==> src/rtl/fifo_pkg.sv <==
// Shared FIFO definitions: pointer type and occupancy helper used by both
// the read-side and write-side controllers.
package fifo_pkg;

  localparam int FIFO_AWIDTH = 4;
  localparam int FIFO_DWIDTH = 8;

  // Pointer carries one extra wrap bit so full and empty are distinguishable.
  typedef logic [FIFO_AWIDTH:0] ptr_t;

  function automatic ptr_t ptr_diff(input ptr_t head, input ptr_t tail);
    return head - tail;
  endfunction

endpackage

==> src/rtl/fifo_rd_ctrl.sv <==
// Read-side controller: owns the read pointer and a registered
// first-word-fall-through output stage fed from the storage array.
module fifo_rd_ctrl
  import fifo_pkg::*;
#(
  parameter int DWIDTH = FIFO_DWIDTH,
  parameter int AWIDTH = FIFO_AWIDTH
) (
  input  logic              clk,
  input  logic              rst_n,
  input  logic [AWIDTH:0]   wptr,
  input  logic [DWIDTH-1:0] rdata,
  output logic [AWIDTH-1:0] raddr,
  output logic [AWIDTH:0]   rptr,
  output logic              empty,
  output logic              m_valid,
  input  logic              m_ready,
  output logic [DWIDTH-1:0] m_data,
  input  logic              flush,
  output logic [AWIDTH:0]   level
);

  logic [AWIDTH:0] occ;
  logic            load;

  // Occupancy uses the shared helper when the widths line up with the package type.
  generate
    if (AWIDTH == FIFO_AWIDTH) begin : g_pkg_diff
      assign occ = ptr_diff(wptr, rptr);
    end else begin : g_local_diff
      assign occ = wptr - rptr;
    end
  endgenerate

  // Status and load decision, derived from the registered pointers.
  always_comb begin
    raddr = rptr[AWIDTH-1:0];
    empty = (wptr == rptr);
    level = occ + {{AWIDTH{1'b0}}, m_valid};
    load  = 1'b0;
    if (!empty && (!m_valid || m_ready)) begin
      load = 1'b1;
    end else begin
      load = 1'b0;
    end
  end

  // Pointer and output register; flush outranks any load or pop.
  always_ff @(posedge clk or negedge rst_n) begin
    if (!rst_n) begin
      rptr    <= {(AWIDTH + 1){1'b0}};
      m_valid <= 1'b0;
      m_data  <= {DWIDTH{1'b0}};
    end else if (flush) begin
      rptr    <= wptr;
      m_valid <= 1'b0;
    end else if (load) begin
      rptr    <= rptr + {{AWIDTH{1'b0}}, 1'b1};
      m_valid <= 1'b1;
      m_data  <= rdata;
    end else if (m_ready) begin
      // Consumer drained the last entry with nothing behind it; data is kept.
      m_valid <= 1'b0;
    end
  end

endmodule

==> config.mk <==
export PLATFORM = sky130hd
export DESIGN_NAME = fifo_rd_ctrl
export DESIGN_NICKNAME = d
export VERILOG_FILES = /design/src/rtl/fifo_pkg.sv /design/src/rtl/fifo_rd_ctrl.sv
export SDC_FILE = /design/constraint.sdc
export NUM_CORES = 1
export LEC_CHECK = 0
export CORE_MARGIN = 4
export CORE_UTILIZATION = 40
export CTS_BUF_LIST = sky130_fd_sc_hd__clkbuf_4
export CTS_CLUSTER_DIAMETER = 60
export DETAILED_ROUTE_END_ITERATION = 6
export PLACE_DENSITY_LB_ADDON = 0.1
export RECOVER_POWER = 50
export SLEW_MARGIN = 30
export SYNTH_ARGS = -nofsm -noshare
export SYNTH_HDL_FRONTEND = slang
export SYNTH_SLANG_ARGS = --single-unit
==> constraint.sdc <==
create_clock -name clk -period 4.6 [get_ports clk]
set_input_delay 0.92 -clock clk [delete_from_list [all_inputs] [get_ports clk]]
set_output_delay 0.92 -clock clk [all_outputs]
set_load 0.05 [all_outputs]
### After elaboration in Yosys (flattened, before gate mapping)

Index checks and enable logic that the tools add are counted.

* register bits: 14
* bits in latches: 0
* memory bits (writable): 0
* memory bits (read-only): 0
* output and inout port bits: 24
* memories: 0

* $add $sub $neg: 3
* multiply operators: 0
* divide/modulo/power cells: 0
* magnitude comparators: 0
* equal/unequal tests: 1
* shift-type cells: 0
* mux-type cells: 6
* bitwise gates (word level): 1
* reduce and logical (&&, ||, !) cells: 7

Operators by type and width (count)
* 5-bit 2-to-1 mux: 2
* 5-bit by 1-bit adder with 5-bit output: 1
* 5-bit by 1-bit adder with 5-bit output, second input constant: 1
* 5-bit == test: 1
* 5-bit subtractor: 1
* 1-bit 2-to-1 mux: 4
* 3-bit nonzero test: 1
* 1-bit logical NOT: 2
* 2-bit AND reduction: 1
* 2-bit nonzero test: 1
* 1-bit logical AND: 1
* 1-bit logical OR: 1
* 1-bit NOT: 1

### Depth between registers and ports, before layout

Gate-level depths: netlist of run 1.

* depth after elaboration: 6
* mapped depth: 10

### Worst setup path after synthesis of run 1

OpenSTA, ideal clock, no wires.

* kind: in2out
* from: input wptr[1]
* to: output level[4]
* arrival time: 2.778 ns
* path slack: 0.902 ns
* stages on the path: 7
* path buffers: 0
* cells stage by stage: ha_1 > inv_1 > fa_1 > inv_1 > a21o_1 > a21oi_1 > xnor2_1

* word-level cells in the longest chain between the ends: 2

Ends and longest elaborated chain
* start, declared: line fifo_rd_ctrl.sv:11 `input logic [AWIDTH:0] wptr,`
* 5-bit subtractor: line fifo_pkg.sv:12 `return head - tail;`
* 5-bit by 1-bit adder with 5-bit output: line fifo_rd_ctrl.sv:39 `level = occ + {{AWIDTH{1'b0}}, m_valid};`
* end, declared: line fifo_rd_ctrl.sv:20 `output logic [AWIDTH:0] level`

No other way between the ends.

### Worst setup path in the final report of run 1

* from: input wptr[1]
* to: output level[3]

Same word-level chain as after synthesis.

==> summary.md, run 1 <==
| Metric | Value |
|---|---|
| Hold Path Class | reg2reg |
| First-pass GRT wire length | 3.43 mm |
| Post-CTS setup buffers | 0 |
| Die W | 56.0 µm |
| Clock network power share | 10.6% |
| Core area | 2210 µm² |
| Syn_nets | ~110 |
| Final setup vio count | 0 |
| Int Pwr | 312 µW |
| CP top delay family | buffers and inverters |
| Tightest Pin Transition | between 0.9 and 1 ns |
| Vias in the first global route | 789 |
| Clk buf depth | 2 |
| CTS Hold Buffers Added | 0 |
| Design Area, Final | about 1300 µm² |
| Max-cap check violation count | 0 |
| Vias/cell | 4.95 |
| N_diodes | 0 |
| Worst setup margin | ~0.22 ns |
| Slew Viols, Final | 0 |
| Row count | 17 |
| CP dominant cell by count | ha_1 |
| Die height | 56.0 µm |
| WHS Path Cells | 1 |
| Antenna violations before repair | 0 |
| Worst path required time | 3.68 ns |
| Reg power frac | 25.9% |
| First-pass iteration count of the detailed router | 4 |
| Ys async rst share | 100% |
| Routed vias | roughly 760 |
| Hold slack | 0.504 ns |
| Logic gate share of total power | 63.4% |
| RSZ-0062 raised after global routing | no |
| Slowest-stage cell, CP | clkdlybuf4s50_1 |
| Wirelength per Cell | 12.7 µm |
| PortBufs | 40 |
| Final Hold Vio Count | 0 |
| Worst setup path category | in2out |
| Slew headroom | 37.8% |
| Top Ports | 41 |
| Layout cell share with drive strength beyond 1 | 12.0% |
| Post-layout min period | 4.38 ns |
| Reg2reg path depth | 6 |
| Die Area | around 3100 µm² |
| Area leader, netlist | dfrtp_1 |
| Final Cycle Share | 95.1% |
| Area after DPL | 1330 µm² |
| Mapped Cells | 86 |
| Iter 0 DRT Violations | 10 |
| Setup tns final | 0 ns |
| FF+latch count, synth | 14 |
| Max IR drop VDD | ~0.33 mV |
| Starting Density | 41.7% |
| Synth Flop Type | dfrtp_1 |
| Register area share after synthesis | 37.9% |
| H-tree depth | 1 |
| Post-synth EDFFs | 0 |
| Switch Pwr | 303 µW |
| Reg clk slew, reported paths | 0.07 ns |
| Cell Area, Synth | 923 µm² |
| Sw Share | about half |
| Status | complete, no violations |
| Largest net degree at the start of global routing | 15 |
| Max incr delay on CP | 0.81 ns |
| Synth area leaders | dfrtp_1, ha_1, mux2_2 |
| Leakage power total | approximately 0.0006 µW |
| CP Buf/Inv Count | 2 |
| Antenna Nets Post-Route | 0 |
| Final Wtd Congestion | 0.811 |
| Synth cell types | 25 |
| CP arrival | 3.46 ns |
| Total gr overflow | 0 |
| Area growth from synthesis to layout | 44.6% |
| Setup WS pre-CTS | roughly 0.37 ns |
| Gr usage total | between 10% and 20% |
| DRC Markers | 0 |
| DRT Wirelength | 1.94 mm |
| Root Buffer | clkbuf_4 |
| Syn avg cell area | 10.7 µm² |
| Critical path depth | 7 |
| # resized after CTS | 0 |
| Clock sink total | 14 |
| Critical path peak fanout | 3 |
| Post-synth top area share | 37.9% |
| Worst-Skew Late Latency | 0.27 ns |
| DP Wirelength | 1.60 mm |
| CP cell instances | dlygate4sd3_1 > ha_1 > ha_1 > a21o_1 > a21oi_1 > xnor2_1 > clkdlybuf4s50_1 |
| Ys Warns | 0 |
| CP startpoint kind | input port |
| TritonCTS buffer count | 3 |
| Worst Skew | 0.00401 ns |
| CTS tree | done |
| Pwr dens | 461 nW/µm² |
| # nets final | 154 |
| F_max | 0.229 GHz |
| Final core area utilization | 60.4% |
| Fillers | slightly below 200 |
| Critical Path End Type | output pin |
[sequential cells by signal, summed over array words and instances (netlist names)]
| signal | count |
|---|---|
| m_data | 8 |
| rptr | 5 |
| m_valid | 1 |
[cell families (layout without fill, tap and decap cells)]
family                   after synthesis  count (layout)  share of synthesized area (%)
XOR/XNOR                               7               7                           8.27
flip-flops                            14              14                           37.9
multiplexers                           9               9                           10.8
buffers and inverters                 15              54                           7.72
AND/OR/NAND/NOR                       18              18                           10.8
adder cells (fa/ha/maj)               10              10                           14.4
AO/OA/AOI/OAI                         13              13                           10.0
[through the flow]
stage	std cells	power, µW
after floorplan	86	442
after global placement	150	559
after detailed placement	150	564
after CTS	153	631
after global routing	153	654
final	153	615
[cells in the mapped netlist (2+ instances only)]
library cell and number:
inv_1 11, a31oi_1 2, a21o_1 2, mux2_2 8
o21ai_0 3, xor2_2 2, nor2_1 4, nand3_1 4
xnor2_1 4, buf_4 4, nand2_1 3, a21oi_1 4
or3_1 2, ha_1 9, dfrtp_1 14
[cell type report]
type / count / area [µm²] / area share (%)
clock buffers: 3 / 22.5 / 1.69
repair buffers: 40 / 398 / 29.8
well taps: 28 / 35.0 / 2.62
flip-flops and latches: 14 / 350 / 26.2
multi-input cells: 57 / 488 / 36.6
inverters: 11 / 41.3 / 3.09
[layer usage]
metal	global-route usage, %	up-vias	share of wire (%)
li1	-	372	-
met1	17.0	359	48
met2	21.7	26	45
met3	5.57	0	7.2
met4	2.03	0	0
met5	0	-	0
[final timing paths]
kind / startpoint / endpoint / slack (ns)
hold / removal: m_data[2] / m_data[2] / 0.50
setup reg to reg: rptr[1] / m_data[0] / 2.29
setup / recovery: wptr[1] / level[3] / 0.22
max in group asynchronous: rst_n / m_data[3] / 3.08
min in group asynchronous: rst_n / rptr[1] / 1.11
hold reg to reg: m_data[2] / m_data[2] / 0.50
[power groups by stage]
| stage | logic [µW] | registers (µW) | clock network (µW) |
|---|---|---|---|
| floorplan | 213 | 229 | 0 |
| global placement | 397 | 162 | 0 |
| detailed placement | 401 | 163 | 0 |
| CTS | 403 | 161 | 67.8 |
| global route | 414 | 164 | 75.9 |
| finish | 390 | 160 | 65.3 |
[placed cells by master (no fill, tap or decap), types with 3 or more instances in the layout]
master	count
ha_1	9
dfrtp_1	14
xnor2_1	4
o21ai_0	3
clkbuf_4	3
mux2_2	8
nand3_1	4
a21oi_1	4
nor2_1	4
clkdlybuf4s50_1	28
dlygate4sd3_1	11
nand2_1	3
inv_1	11
Note: power is estimated with default switching activity, not from simulation.
==> run 2: changes to the inputs <==
--- a/config.mk
+++ b/config.mk
@@ -7,7 +7,7 @@
 export LEC_CHECK = 0
 export CORE_MARGIN = 4
 export CORE_UTILIZATION = 40
-export CTS_BUF_LIST = sky130_fd_sc_hd__clkbuf_4
+export CTS_BUF_LIST = sky130_fd_sc_hd__clkbuf_8
 export CTS_CLUSTER_DIAMETER = 60
 export DETAILED_ROUTE_END_ITERATION = 6
 export PLACE_DENSITY_LB_ADDON = 0.1
@@ -16,3 +16,4 @@
 export SYNTH_ARGS = -nofsm -noshare
 export SYNTH_HDL_FRONTEND = slang
 export SYNTH_SLANG_ARGS = --single-unit
+export TNS_END_PERCENT = 1
==> run 2 against run 1 <==
Effect of this change:
- clock power is 45% higher
- first-iteration DRC count is 20% higher
- worst setup slack stayed put
- maximum frequency stayed put
- die area stayed put
- largest cell class unchanged
==> summary.md, run 2 (synthesis results as in run 1) <==
| Metric | Value |
|---|---|
| First-pass iteration count of the detailed router | 4 |
| Hold_sp | m_data[2] |
| Reg2reg path depth | 6 |
| Die height | 56.0 µm |
| F_max | about 0.23 GHz |
| Largest register FFs | 8 |
| Total gr overflow | 0 |
| Final Wtd Congestion | 0.811 |
| RSZ-0062 raised after global routing | no |
| CTS Hold Buffers Added | 0 |
| Post-CTS setup buffers | 0 |
| Placed Cells | 150 |
| CP Buf/Inv Count | 2 |
| Wirelength per Cell | 12.7 µm |
| Largest regs | m_data (8), rptr (5), m_valid (1) |
| Sw Share | 47.5% |
| Final Cycle Share | 95.1% |
| Slew Viols, Final | 0 |
| Reg power frac | 24.7% |
| Worst setup path category | in2out |
| Critical Path End Type | output pin |
| CTS tree | done |
| Critical path peak fanout | 3 |
| Area occupied by registers | 350 µm² |
| Pwr dens | around 470 nW/µm² |
| Int Pwr | 340 µW |
| Finished Layout Cells | between 150 and 200 |
| Die W | 56.0 µm |
| H-tree depth | 1 |
| Vias in the first global route | 790 |
| Antenna violations before repair | 0 |
| Core area | between 2000 and 2500 µm² |
| Commonest cells after routing, fill and taps aside | clkdlybuf4s50_1, dfrtp_1, dlygate4sd3_1 |
| Worst path required time | 3.68 ns |
| DRC Markers | 0 |
| Worst-Skew Late Latency | about 0.24 ns |
| Worst Skew | 0.00279 ns |
| Post-layout min period | between 4 and 5 ns |
| Leakage power total | roughly 0.00061 µW |
| Root Buffer | clkbuf_8 |
| Reg-to-reg setup timing slack | 2.70 ns |
| CP top delay family | buffers and inverters |
| First-pass GRT wire length | 3.42 mm |
| CP dominant cell by count | ha_1 |
| Routed vias | 760 |
| Max incr delay on CP | 0.81 ns |
| Tightest Pin Transition | between 0.6 and 0.7 ns |
| Total Power | 648 µW |
| CP startpoint kind | input port |
| Status | complete, no violations |
| Area growth from synthesis to layout | 48.1% |
| TritonCTS buffer count | 3 |
| Largest register by flop count | m_data |
| Most common library cell in the layout ignoring fill and taps | clkdlybuf4s50_1 |
| Starting Density | 41.7% |
| Largest net degree at the start of global routing | 15 |
| Iter 0 DRT Violations | 12 |
| Area of the multi-input gates | approximately 500 µm² |
| CP cell instances | dlygate4sd3_1 > ha_1 > ha_1 > a21o_1 > a21oi_1 > xnor2_1 > clkdlybuf4s50_1 |
| CP arrival | 3.46 ns |
| Switch Pwr | 308 µW |
| Fillers | ~190 |
| Vias/cell | 4.97 |
| WHS Path Cells | 1 |
| Antenna Nets Post-Route | 0 |
| N_diodes | 0 |
| # nets final | 154 |
| Slowest-stage cell, CP | clkdlybuf4s50_1 |
| # resized after CTS | 0 |
| Hold Path Class | reg2reg |
| Max IR drop VDD | 0.332 mV |
| Clk buf depth | 2 |
| Die Area | ~3100 µm² |
| PortBufs | 40 |
| Logic gate share of total power | roughly three fifths |
| DRT Wirelength | about 1.9 mm |
| Row count | 17 |
| Reg clk slew, reported paths | 0.05 ns |
| End of the worst hold path | m_data[2] |
| Clock network power share | 14.6% |
| Final setup vio count | 0 |
| Layout cell share with drive strength beyond 1 | 12.8% |
| Top Ports | between 40 and 50 |
| Final Hold Vio Count | 0 |
| FF-to-FF End | m_data[0] |
| Max-cap check violation count | 0 |
| R2R Path Start | rptr[1] |
| Clock sink total | 14 |
| Setup tns final | 0 ns |
| Slew headroom | 57.6% |
| DP Wirelength | 1.60 mm |
| Gr usage total | between 10% and 20% |
-- run 2: cell count changes in the layout (fill, tap and decap cells not counted), sizes merged --
cell           change
clkdlybuf4s50      -2
dlygate4sd3        +2
-- run 2: how the worst max path moves through the flow --
stage	cells after the start	start	endpoint
6_report	7	wptr[1]	level[3]
5_1_grt	7	wptr[1]	level[3]
4_1_cts	7	wptr[1]	level[3]
3_5_place_dp	7	wptr[1]	level[3]
3_3_place_gp	7	wptr[1]	level[3]
2_1_floorplan	7	wptr[1]	level[4]
-- run 2: layout make-up --
class | instances | share of cell area [%]
clock buffer | 3 | 3.02
inverter | 11 | 3.02
multi-input combinational | 57 | 36.7
sequential | 14 | 25.6
tap | 28 | 2.56
timing repair buffer | 40 | 29.1
-- run 2: through the flow --
stage | setup WS [ns] | cell area [µm²] | util [%] | hold WS (ns)
2_1_floorplan | 0.902 | 923 | - | 0.624
3_3_place_gp | 0.427 | 1330 | 60.0 | 0.487
3_5_place_dp | 0.371 | 1330 | 60.0 | 0.494
4_1_cts | 0.360 | 1370 | 61.8 | 0.506
5_1_grt | 0.138 | 1370 | 61.8 | 0.514
6_report | 0.225 | 1370 | 61.8 | 0.497
-- run 2: power by group through the flow --
stage               logic, µW  clock network, µW  registers [µW]
floorplan                 213                  0             229
global route              417                106             164
global placement          397                  0             162
CTS                       403               98.2             161
finish                    393               94.8             160
detailed placement        401                  0             163
-- run 2: worst register-to-register path, delay by kind of cell, from the launching register on --
kind | cells | cell delay [ns]
DFF | 1 | 0.43
AOI/OAI and AO/OA | 1 | 0.38
adders and majority gates | 1 | 0.32
and+or+nand+nor | 2 | 0.30
muxes | 1 | 0.29
buffers and inverters | 1 | 0.06
-- run 2: layer usage --
metal  up-vias  routed length (µm)  GRT usage [%]  part of all wire (%)
met5         -                   0              0                     0
met4         0                   0           2.03                     0
met3         0                 154           5.57                   8.0
met2        27                 866           21.7                    45
met1       362                 915           16.9                    47
li1        371                   -              -                     -
==> run 3: changes to the inputs <==
--- a/config.mk
+++ b/config.mk
@@ -10,7 +10,7 @@
 export CTS_BUF_LIST = sky130_fd_sc_hd__clkbuf_8
 export CTS_CLUSTER_DIAMETER = 60
 export DETAILED_ROUTE_END_ITERATION = 6
-export PLACE_DENSITY_LB_ADDON = 0.1
+export PLACE_DENSITY = 0.88
 export RECOVER_POWER = 50
 export SLEW_MARGIN = 30
 export SYNTH_ARGS = -nofsm -noshare
==> run 3 against run 2 <==
Effect of this change:
- combinational power rose by 2%
- critical path depth did not move
- final cell count rose by 0.65%
- largest cell class unchanged
- sequential power barely moved
- worst setup slack improved by 0.083 ns
==> summary.md, run 3 (synthesis results as in run 1) <==
| Metric | Value |
|---|---|
| Pwr dens | 495 nW/µm² |
| Layout cell share with drive strength beyond 1 | a little over an eighth |
| Reg clk slew, reported paths | roughly 0.06 ns |
| R2R Path Start | rptr[1] |
| CP arrival | 3.37 ns |
| CP startpoint kind | input port |
| Largest register by flop count | m_data |
| Total gr overflow | 0 |
| Setup tns final | 0 ns |
| Final Hold Vio Count | 0 |
| Post-layout min period | 4.29 ns |
| Starting Density | between 40% and 50% |
| Top Ports | between 40 and 50 |
| WHS Path Cells | 1 |
| Row count | 17 |
| Worst path required time | 3.68 ns |
| Tightest Pin Transition | 0.638 ns |
| Clock sink total | 14 |
| Wirelength per Cell | ~15 µm |
| Slew Viols, Final | 0 |
| Largest net degree at the start of global routing | 15 |
| First-pass GRT wire length | 3.61 mm |
| # resized after CTS | 0 |
| Max-cap check violation count | 0 |
| Worst Skew | approximately 0.0014 ns |
| DRT Wirelength | 2.32 mm |
| Post-CTS setup buffers | 0 |
| Reg-to-reg setup timing slack | 2.66 ns |
| Largest register FFs | 8 |
| DRC Markers | 0 |
| Most common library cell in the layout ignoring fill and taps | clkdlybuf4s50_1 |
| RSZ-0062 raised after global routing | no |
| Max IR drop VDD | 0.276 mV |
| Root Buffer | clkbuf_8 |
| # nets final | around 150 |
| Final Cycle Share | a little over 90% |
| Hold_sp | m_data[1] |
| Core area | 2210 µm² |
| First-pass iteration count of the detailed router | 4 |
| Commonest cells after routing, fill and taps aside | clkdlybuf4s50_1, dfrtp_1, inv_1, dlygate4sd3_1, ha_1 |
| TritonCTS buffer count | 3 |
| Critical Path End Type | output pin |
| Area of the multi-input gates | 502 µm² |
| End of the worst hold path | m_data[1] |
| Gr usage total | 14.6% |
| PortBufs | 40 |
| Largest regs | m_data (8), rptr (5), m_valid (1) |
| Status | complete, no violations |
| Worst-Skew Late Latency | 0.24 ns |
| Reg2reg path depth | 6 |
| Clk buf depth | 2 |
| Die W | 56.0 µm |
| Antenna Nets Post-Route | 0 |
| Routed vias | 784 |
| Fillers | 186 |
| Slew headroom | ~57% |
| Hold slack | 0.501 ns |
| Leakage power total | 0.000615 µW |
| Critical path peak fanout | 3 |
| Iter 0 DRT Violations | 12 |
| Die Area | 3140 µm² |
| FF-to-FF End | m_data[0] |
| Area growth from synthesis to layout | 49.6% |
| Hold Path Class | reg2reg |
| CTS Hold Buffers Added | 0 |
| Final setup vio count | 0 |
| Setup WS pre-CTS | between 0.3 and 0.4 ns |
| Worst setup path category | in2out |
| Vias in the first global route | 784 |
| N_diodes | 0 |
| Antenna violations before repair | 0 |
| Vias/cell | 5.09 |
| DP Wirelength | 1.83 mm |
| F_max | approximately 0.23 GHz |
| Final Wtd Congestion | 0.782 |
| CTS tree | done |
| H-tree depth | 1 |
| Worst setup margin | between 0.3 and 0.4 ns |
| Die height | 56.0 µm |
| Area occupied by registers | 350 µm² |
[run 3: changes by cell type in the layout (fill, tap and decap cells not counted), sizes merged]
cell / delta
clkbuf: +1
clkdlybuf4s50: +2
dlygate4sd3: -2
[run 3: final cells by class]
class | count | area share (%)
Tap cell | 28 | 2.54
Timing Repair Buffer | 40 | 28.8
Sequential cell | 14 | 25.4
Multi-Input combinational cell | 57 | 36.3
Inverter | 11 | 2.99
Clock buffer | 4 | 3.99
[run 3: worst max-delay path by stage]
| stage | from | end | slack (ns) | cells past startpoint |
|---|---|---|---|---|
| after global placement | wptr[1] | level[3] | 0.43 | 7 |
| after global routing | wptr[1] | level[3] | 0.24 | 7 |
| after floorplan | wptr[1] | level[4] | 0.90 | 7 |
| after CTS | wptr[1] | level[3] | 0.32 | 7 |
| final | wptr[1] | level[3] | 0.31 | 7 |
| after detailed placement | wptr[1] | level[3] | 0.31 | 7 |
[run 3: per-stage QoR]
step	cell area, µm²	cells	total power [µW]	utilization, %
floorplan	923	86	442	-
detailed placement	1330	150	569	60.0
CTS	1380	154	693	62.4
global route	1380	154	710	62.4
finish	1380	154	683	62.4
global placement	1330	150	558	60.0
[run 3: power breakdown]
| part | switching [µW] | leakage [µW] | internal [µW] |
|---|---|---|---|
| Clock | 44.8 | 0.0000288 | 75.8 |
| Combinational | 261 | 0.000424 | 140 |
| Sequential | 18.6 | 0.000163 | 142 |
| Total | 325 | 0.000615 | 359 |
[run 3: critical path, cell delays in order]
cell and delay (ns):
clkdlybuf4s50_1 0.43, ha_1 0.35, ha_1 0.31, a21o_1 0.17
a21oi_1 0.19, xnor2_1 0.16, clkdlybuf4s50_1 0.83
[run 3: metal layers]
metal | global-route usage [%] | vias to the layer above | share of wire (%)
met5 | 0 | - | 0
met2 | 27.0 | 29 | 54
met1 | 16.2 | 374 | 40
met3 | 2.78 | 7 | 4.1
met4 | 5.76 | 0 | 2.2
li1 | - | 374 | -
